==> config.mk <==
export PLATFORM = sky130hd
export DESIGN_NAME = speed_limit_arbiter
export DESIGN_NICKNAME = d
export VERILOG_FILES = /design/src/rtl/speed_limit_arbiter.sv
export SDC_FILE = /design/constraint.sdc
export NUM_CORES = 1
export LEC_CHECK = 0
export CAP_MARGIN = 20
export CORE_AREA = 2 2 72 74
export CTS_BUF_LIST = sky130_fd_sc_hd__clkbuf_8
export DETAILED_ROUTE_END_ITERATION = 8
export DIE_AREA = 0 0 74 76
export GPL_TIMING_DRIVEN = 0
export PLACE_DENSITY = 0.87
export REMOVE_ABC_BUFFERS = 1
export SLEW_MARGIN = 10
export SYNTH_ARGS = -nofsm -noshare
export SYNTH_HDL_FRONTEND = slang
export SYNTH_SLANG_ARGS = --single-unit
==> constraint.sdc <==
create_clock -name clk -period 3.4 [get_ports clk]
set_input_delay 0.68 -clock clk [delete_from_list [all_inputs] [get_ports clk]]
set_output_delay 0.68 -clock clk [all_outputs]
set_load 0.05 [all_outputs]
==> src/rtl/speed_limit_arbiter.sv <==
// -----------------------------------------------------------------------------
// speed_limit_arbiter
//
// Chooses a speed limit from an emergency stop, a stored road-sign limit, a
// stored driver setpoint and a default. It then drives a rate-limited version
// of that choice to the car control unit. Decreases take effect on the next
// edge. Increases are ramped by at most RAMP_STEP every RAMP_DIV clock cycles.
//
// Parameters
//   DEFAULT_LIMIT  limit used when no source is active
//   RAMP_STEP      maximum increase per ramp tick
//   RAMP_DIV       clock cycles per ramp tick (1..255)
//
// Ports
//   clk          in   rising-edge system clock
//   rst_n        in   asynchronous active-low reset
//   estop_req    in   level; emergency stop, forces the limit to 0
//   sign_req     in   road-sign update strobe (captures sign_limit)
//   sign_limit   in   road-sign limit, km/h
//   sign_clear   in   invalidates the stored sign limit (sign_req wins)
//   drv_req      in   driver setpoint update strobe (captures drv_limit)
//   drv_limit    in   driver setpoint, km/h; 0 means "no driver limit"
//   sign_ack     out  sign update accepted (cycle after capture)
//   drv_ack      out  driver update accepted (cycle after capture)
//   speed_limit  out  arbitrated, rate-limited limit
//   active_src   out  00 default, 01 sign, 10 driver, 11 estop
//   ramping      out  high while ramping up toward the target
// -----------------------------------------------------------------------------
module speed_limit_arbiter #(
  parameter logic [7:0] DEFAULT_LIMIT = 8'd60,
  parameter logic [7:0] RAMP_STEP     = 8'd2,
  parameter logic [7:0] RAMP_DIV      = 8'd4
) (
  input  logic       clk,
  input  logic       rst_n,
  input  logic       estop_req,
  input  logic       sign_req,
  input  logic [7:0] sign_limit,
  input  logic       sign_clear,
  input  logic       drv_req,
  input  logic [7:0] drv_limit,
  output logic       sign_ack,
  output logic       drv_ack,
  output logic [7:0] speed_limit,
  output logic [1:0] active_src,
  output logic       ramping
);

  typedef enum logic {
    HOLD = 1'b0,
    RAMP = 1'b1
  } state_t;

  localparam logic [1:0] SRC_DEFAULT = 2'b00;
  localparam logic [1:0] SRC_SIGN    = 2'b01;
  localparam logic [1:0] SRC_DRV     = 2'b10;
  localparam logic [1:0] SRC_ESTOP   = 2'b11;

  state_t     state_q, state_d;
  logic [7:0] presc_q, presc_d;
  logic [7:0] speed_q, speed_d;
  logic [1:0] src_q, src_d;
  logic [7:0] sign_lim_q, sign_lim_d;
  logic       sign_valid_q, sign_valid_d;
  logic [7:0] drv_lim_q, drv_lim_d;
  logic       drv_valid_q, drv_valid_d;
  logic       sign_ack_q, sign_ack_d;
  logic       drv_ack_q, drv_ack_d;

  logic [7:0] target;
  logic [1:0] target_src;
  logic [8:0] ramp_sum;

  // Target selection. It uses the stored source registers, so a freshly
  // captured value affects the limit one edge later. estop_req is taken
  // straight from the input, so it pulls the limit to 0 on the edge that
  // samples it.
  always_comb begin
    target     = DEFAULT_LIMIT;
    target_src = SRC_DEFAULT;
    if (estop_req) begin
      target     = 8'd0;
      target_src = SRC_ESTOP;
    end else if (sign_valid_q && drv_valid_q) begin
      if (sign_lim_q <= drv_lim_q) begin
        target     = sign_lim_q;
        target_src = SRC_SIGN;
      end else begin
        target     = drv_lim_q;
        target_src = SRC_DRV;
      end
    end else if (sign_valid_q) begin
      target     = sign_lim_q;
      target_src = SRC_SIGN;
    end else if (drv_valid_q) begin
      target     = drv_lim_q;
      target_src = SRC_DRV;
    end
  end

  // Source capture and acknowledge.
  always_comb begin
    sign_lim_d   = sign_lim_q;
    sign_valid_d = sign_valid_q;
    drv_lim_d    = drv_lim_q;
    drv_valid_d  = drv_valid_q;
    sign_ack_d   = sign_req;
    drv_ack_d    = drv_req;
    src_d        = target_src;

    if (sign_req) begin
      sign_lim_d   = sign_limit;
      sign_valid_d = 1'b1;
    end else if (sign_clear) begin
      sign_valid_d = 1'b0;
    end

    if (drv_req) begin
      drv_lim_d   = drv_limit;
      drv_valid_d = (drv_limit != 8'd0);
    end
  end

  // Rate limiter. The step is computed in 9 bits so the sum can be compared
  // with the target before truncation. This keeps the limit from
  // overshooting the target and from wrapping past 255.
  assign ramp_sum = {1'b0, speed_q} + {1'b0, RAMP_STEP};

  always_comb begin
    state_d = state_q;
    presc_d = presc_q;
    speed_d = speed_q;

    if (target < speed_q) begin
      // Decreases are applied at once from either state.
      speed_d = target;
      state_d = HOLD;
      presc_d = 8'd0;
    end else begin
      unique case (state_q)
        HOLD: begin
          if (target > speed_q) begin
            state_d = RAMP;
            presc_d = 8'd0;
          end
        end
        RAMP: begin
          if (target == speed_q) begin
            state_d = HOLD;
            presc_d = 8'd0;
          end else if (presc_q >= RAMP_DIV - 8'd1) begin
            presc_d = 8'd0;
            speed_d = (ramp_sum >= {1'b0, target}) ? target : ramp_sum[7:0];
          end else begin
            // A target that rises mid-ramp keeps the prescaler phase.
            presc_d = presc_q + 8'd1;
          end
        end
        default: begin
          state_d = HOLD;
          presc_d = 8'd0;
        end
      endcase
    end
  end

  always_ff @(posedge clk or negedge rst_n) begin
    if (!rst_n) begin
      state_q      <= HOLD;
      presc_q      <= 8'd0;
      speed_q      <= DEFAULT_LIMIT;
      src_q        <= SRC_DEFAULT;
      sign_lim_q   <= 8'd0;
      sign_valid_q <= 1'b0;
      drv_lim_q    <= 8'd0;
      drv_valid_q  <= 1'b0;
      sign_ack_q   <= 1'b0;
      drv_ack_q    <= 1'b0;
    end else begin
      state_q      <= state_d;
      presc_q      <= presc_d;
      speed_q      <= speed_d;
      src_q        <= src_d;
      sign_lim_q   <= sign_lim_d;
      sign_valid_q <= sign_valid_d;
      drv_lim_q    <= drv_lim_d;
      drv_valid_q  <= drv_valid_d;
      sign_ack_q   <= sign_ack_d;
      drv_ack_q    <= drv_ack_d;
    end
  end

  assign speed_limit = speed_q;
  assign active_src  = src_q;
  assign ramping     = (state_q == RAMP);
  assign sign_ack    = sign_ack_q;
  assign drv_ack     = drv_ack_q;

endmodule
# After elaboration in Yosys (flattened, before gate mapping)
# Cells that the tools add are included.
[op_classes]
n_addsub = 2
order_cmp = 5
n_eq_ne = 3
muxes = 26
bitwise_logic = 1
n_reduce_logical = 6
[op_table]
columns = ["cell", "n"]
rows = [
  ["$mux 8", 14],
  ["$pmux 8 s2", 1],
  ["$mux 2", 5],
  ["$add 8x2->9 const B", 1],
  ["$ge 9x8->1", 1],
  ["$add 8x1->8 const B", 1],
  ["$eq 8x8->1", 1],
  ["$ge 8x2->1 const B", 1],
  ["$gt 8x8->1", 1],
  ["$le 8x8->1", 1],
  ["$lt 8x8->1", 1],
  ["$reduce_bool 8->1", 1],
  ["$reduce_bool 2->1", 3],
  ["$mux 1", 5],
  ["$ne 3x3->1 const B", 1],
  ["$reduce_and 3->1", 1],
  ["$ne 2x2->1 const B", 1],
  ["$pmux 1 s2", 1],
  ["$logic_and 1x1->1", 1],
  ["$not 1->1", 1],
]
[word_totals]
register_bits = 39
out_inout_bits = 13
wordCells = 53

# Depth between registers and ports, before layout
[depth]
depth_word = 10
ltp_mapped = 18
depth_no_buf = 15

# Least setup slack after synthesis
# Ideal clock, no wire load.
[synth_path]
path_type = "reg2reg"
start = "register sign_lim_q[7]"
end = "register speed_q[0], in the netlist speed_limit[0]"
setup_time_ps = 125
arrival_ps = 3527
required_time_ps = 3275
setup_slack_ps = -252
stages_incl_launch_ff = 16
n_path_buf = 2
synth_period_minus_slack_ps = 3652
cell_sequence = "dfrtp_1 -> ha_1 -> a21oi_1 -> o211ai_1 -> o211a_1 -> a21oi_1 -> o32a_1 -> inv_1 -> ha_1 -> nand4_1 -> or4_1 -> buf_2 -> and3_1 -> buf_6 -> a21o_1 -> mux2_4"
[synth_via]
elab_chain_len = 10
word_cells_on_any_way = 17
classes_between = "order compare: 3; eq/ne: 2; mux: 9; reduce/logical: 3"
[synth_lines]
columns = ["element", "line_no", "source"]
rows = [
  ["from (decl)", "63", "logic [7:0] sign_lim_q, sign_lim_d;"],
  ["from (signal assigned)", "184", "sign_lim_q <= sign_lim_d;"],
  ["$le 8x8->1", "85", "if (sign_lim_q <= drv_lim_q) begin"],
  ["$mux 8", "85", ""],
  ["$mux 8 *", "84", "end else if (sign_valid_q && drv_valid_q) begin"],
  ["$mux 8 *", "81", "if (estop_req) begin"],
  ["$ge 9x8->1", "153", "speed_d = (ramp_sum >= {1'b0, target}) ? target : ramp_sum[7:0];"],
  ["$mux 8", "153", ""],
  ["$mux 8", "151", "end else if (presc_q >= RAMP_DIV - 8'd1) begin"],
  ["$mux 8", "148", "if (target == speed_q) begin"],
  ["$mux 8", "140", "unique case (state_q)"],
  ["$mux 8", "134", "if (target < speed_q) begin"],
  ["to (signal assigned)", "182", "speed_q <= speed_d;"],
  ["to (decl)", "61", "logic [7:0] speed_q, speed_d;"],
]
# Mark *: on every way between the ends. The rest lies on a longest branch, timed or not. The select of a mux whose other input is x is not followed.
# A chain may end at the register's enable or synchronous reset.

# Final worst setup path
[layout_path]
start = "register sign_lim_q[0]"
end = "register speed_q[0], in the netlist speed_limit[0]"
# Same word-level chain as after synthesis.

==> impl_metrics.json <==
{
  "finalCriticalPeriod_ns": 3.75,
  "layout_setup_ws_ns": -0.347,
  "cts_root_buffer": "clkbuf_8",
  "clkLatencyLatePin_ns": 0.30,
  "cp_max_fo": 7,
  "muxShareOfSynthArea_pct": 4.35,
  "drc": 0,
  "required_ns": 3.59,
  "dieArea_mm2": 0.00562,
  "std_cell_rows": 26,
  "r2r.worst_path.cells": 15,
  "ant_nets": 0,
  "finalHoldViolations": 0,
  "area_growth_pct": 49.9,
  "grt_max_degree": 26,
  "power_density_mw_per_mm2": 731,
  "fmax_ghz": 0.267,
  "core_mm2": 0.00491,
  "syn_area_mm2": 0.00239,
  "die_h_um": 76,
  "die_w_um": 74,
  "synth.distinct_cells": 45,
  "io_buffers": 34,
  "relSlewSlack_pct": 62.9,
  "p_leak_nw": 1.56,
  "tightestPinTransition_ns": 0.554,
  "cts_made_buffers": 5,
  "grt_pass1_vias": 2412,
  "pre_cts_ws_ns": -0.745,
  "globalRouteOverflowTotal": 0,
  "endpoint_kind": "flop",
  "grt.total_usage_pct": 26.4,
  "setup_violations": 17,
  "ys_ff_latch": 39,
  "synthMostInstantiatedCell": "dfrtp_1",
  "violations": "setup timing",
  "nets": 374,
  "synth_top_area_share_pct": 36.7,
  "yosysTopAreaCell": "dfrtp_1",
  "hold_class": "in2async",
  "synth-simple-area-share_pct": 14.1,
  "path_clk_slew_ns": 0.08,
  "start_util_pct": 48.6,
  "diodes": 0,
  "status": "complete, but fails checks",
  "h-tree-depth": 2,
  "clockBufferDepth": 2,
  "firstDrtPassIters": 5,
  "vias": 2352,
  "dp_hpwl_mm": 3.94,
  "arrival_ns": 3.94,
  "crit_type": "reg2reg",
  "hold_ws_ns": 0.292,
  "skew_ns": 0.00449,
  "synth_top_family_by_area": "compound AO/OA/AOI/OAI gates",
  "antenna_found_initial": 0,
  "syn_avg_cell_area_um2": 9.51,
  "cap_violations": 0,
  "vdd_drop_max_v": 0.000352,
  "drive_above_1_share_pct": 33.6,
  "grt_pass1_wl_mm": 11.4,
  "fill_cells": 298,
  "io-pin-count": 35,
  "synth-compound-area-share_pct": 18.6,
  "synth_xor_area_share_pct": 1.47,
  "synthAdderAreaFrac_pct": 13.6,
  "vias_per_cell": 5.92,
  "cts_tree": "built",
  "synthTopCellsByCount": "dfrtp_1, inv_1, nand2_1",
  "place_congestion": 0.851,
  "synth.area.top_cells": "dfrtp_1, ha_1, inv_1, dfstp_2, nand2_1",
  "synth_top_flop_cell": "dfrtp_1",
  "async_flop_share_pct": 100,
  "start_kind": "flop",
  "cts.sinks": 39,
  "routed_wl_mm": 7.47,
  "maxSlewViolCount": 0,
  "period_share_pct": 110,
  "yosys_warnings": 0,
  "first_iter_violations": 248,
  "rsz0062_at_grt": "yes",
  "wl_per_cell_um": 18.8,
  "synth_cells": 251,
  "synth_seq_area_share_pct": 41.1,
  "synth_edf_count": 0
}
-- state kept, by name (all words and copies together) (netlist names) --
signal and cells:
active_src 2, drv_ack 1, drv_lim_q 8, drv_valid_q 1
presc_q 8, ramping 1, sign_ack 1, sign_lim_q 8
sign_valid_q 1, speed_limit 8
-- through the flow --
stage	TNS, ns	total power [mW]	cells	utilization, %	cell area [µm²]
final	-3.39	2.62	397	72.8	3580
after global routing	-5.81	2.75	397	72.8	3580
after CTS	-0.187	2.34	389	68.7	3370
after detailed placement	-10.22	1.72	348	57.0	2800
after global placement	-18.32	1.68	347	56.5	2770
after floorplan	-4.56	1.41	243	-	2350
-- what timing repair did --
item                       4_1_cts  5_1_grt
cloned                           1        0
pin swaps                       21       17
hold buffers                     0        0
setup endpoints to repair       17       17
buffers inserted                32        9
hold endpoints to repair         0        0
resized for setup               40       26
-- layer usage --
| metal | GRT usage, % | vias up | part of all wire (%) |
|---|---|---|---|
| met4 | 12.9 | 0 | 5.4 |
| met5 | 0 | - | 0 |
| met1 | 31.5 | 1140 | 39 |
| met2 | 44.8 | 113 | 51 |
| li1 | - | 1062 | - |
| met3 | 4.76 | 37 | 4.7 |
-- power by group --
group | internal, mW | switching [mW]
clock | 0.140 | 0.174
sequential | 0.559 | 0.104
combinational | 0.708 | 0.929
total | 1.41 | 1.21
-- placed cells by master (no fill, tap or decap), types with 6 or more instances in the layout --
master | Yosys | layout
nor2_1 | 11 | 11
nand2_1 | 27 | 25
ha_1 | 26 | 16
ha_4 | 0 | 10
nand3_1 | 8 | 6
inv_2 | 0 | 9
clkdlybuf4s50_1 | 0 | 33
mux2_2 | 7 | 7
inv_1 | 30 | 22
dfrtp_1 | 35 | 35
and2_1 | 6 | 6
buf_4 | 0 | 36
o21ai_0 | 11 | 9
-- worst paths after layout --
check | startpoint | end | slack (ns)
max reg2reg | sign_lim_q[0] | speed_limit[0] | -0.35
min reg2reg | presc_q[3] | presc_q[3] | 0.50
max in group asynchronous | rst_n | sign_lim_q[2] | 2.65
min in group clk | presc_q[3] | presc_q[3] | 0.50
min | rst_n | sign_lim_q[7] | 0.29
max | sign_lim_q[0] | speed_limit[0] | -0.35
-- cells by family after synthesis --
family                     count (synthesis)
AOI/OAI and AO/OA                         63
xor gates and xnor gates                   4
adders and majority gates                 26
buffers and inverters                     40
DFF                                       39
muxes                                      9
and+or+nand+nor                           70
-- area by class of cell --
class,instances,area (µm²),area share [%]
multi-input combinational,173,1620,45.4
clock buffer,5,68.8,1.92
inverter,32,121,3.39
timing repair buffer,75,678,19.0
sequential,39,981,27.4
clock inverter,3,16.3,0.455
tap,70,87.6,2.45
-- critical path, cell delays in order (launching register included) --
cell and delay (ns):
dfrtp_1 0.39, inv_1 0.10, ha_1 0.21, inv_1 0.08, a21oi_1 0.08, o211ai_1 0.44
a21oi_4 0.17, buf_6 0.16, o221ai_4 0.23, inv_2 0.07, ha_4 0.27, nand4_1 0.16
or4_4 0.55, and3_4 0.21, a21o_1 0.21, mux2_4 0.30
(Power assumes the default switching activity.)
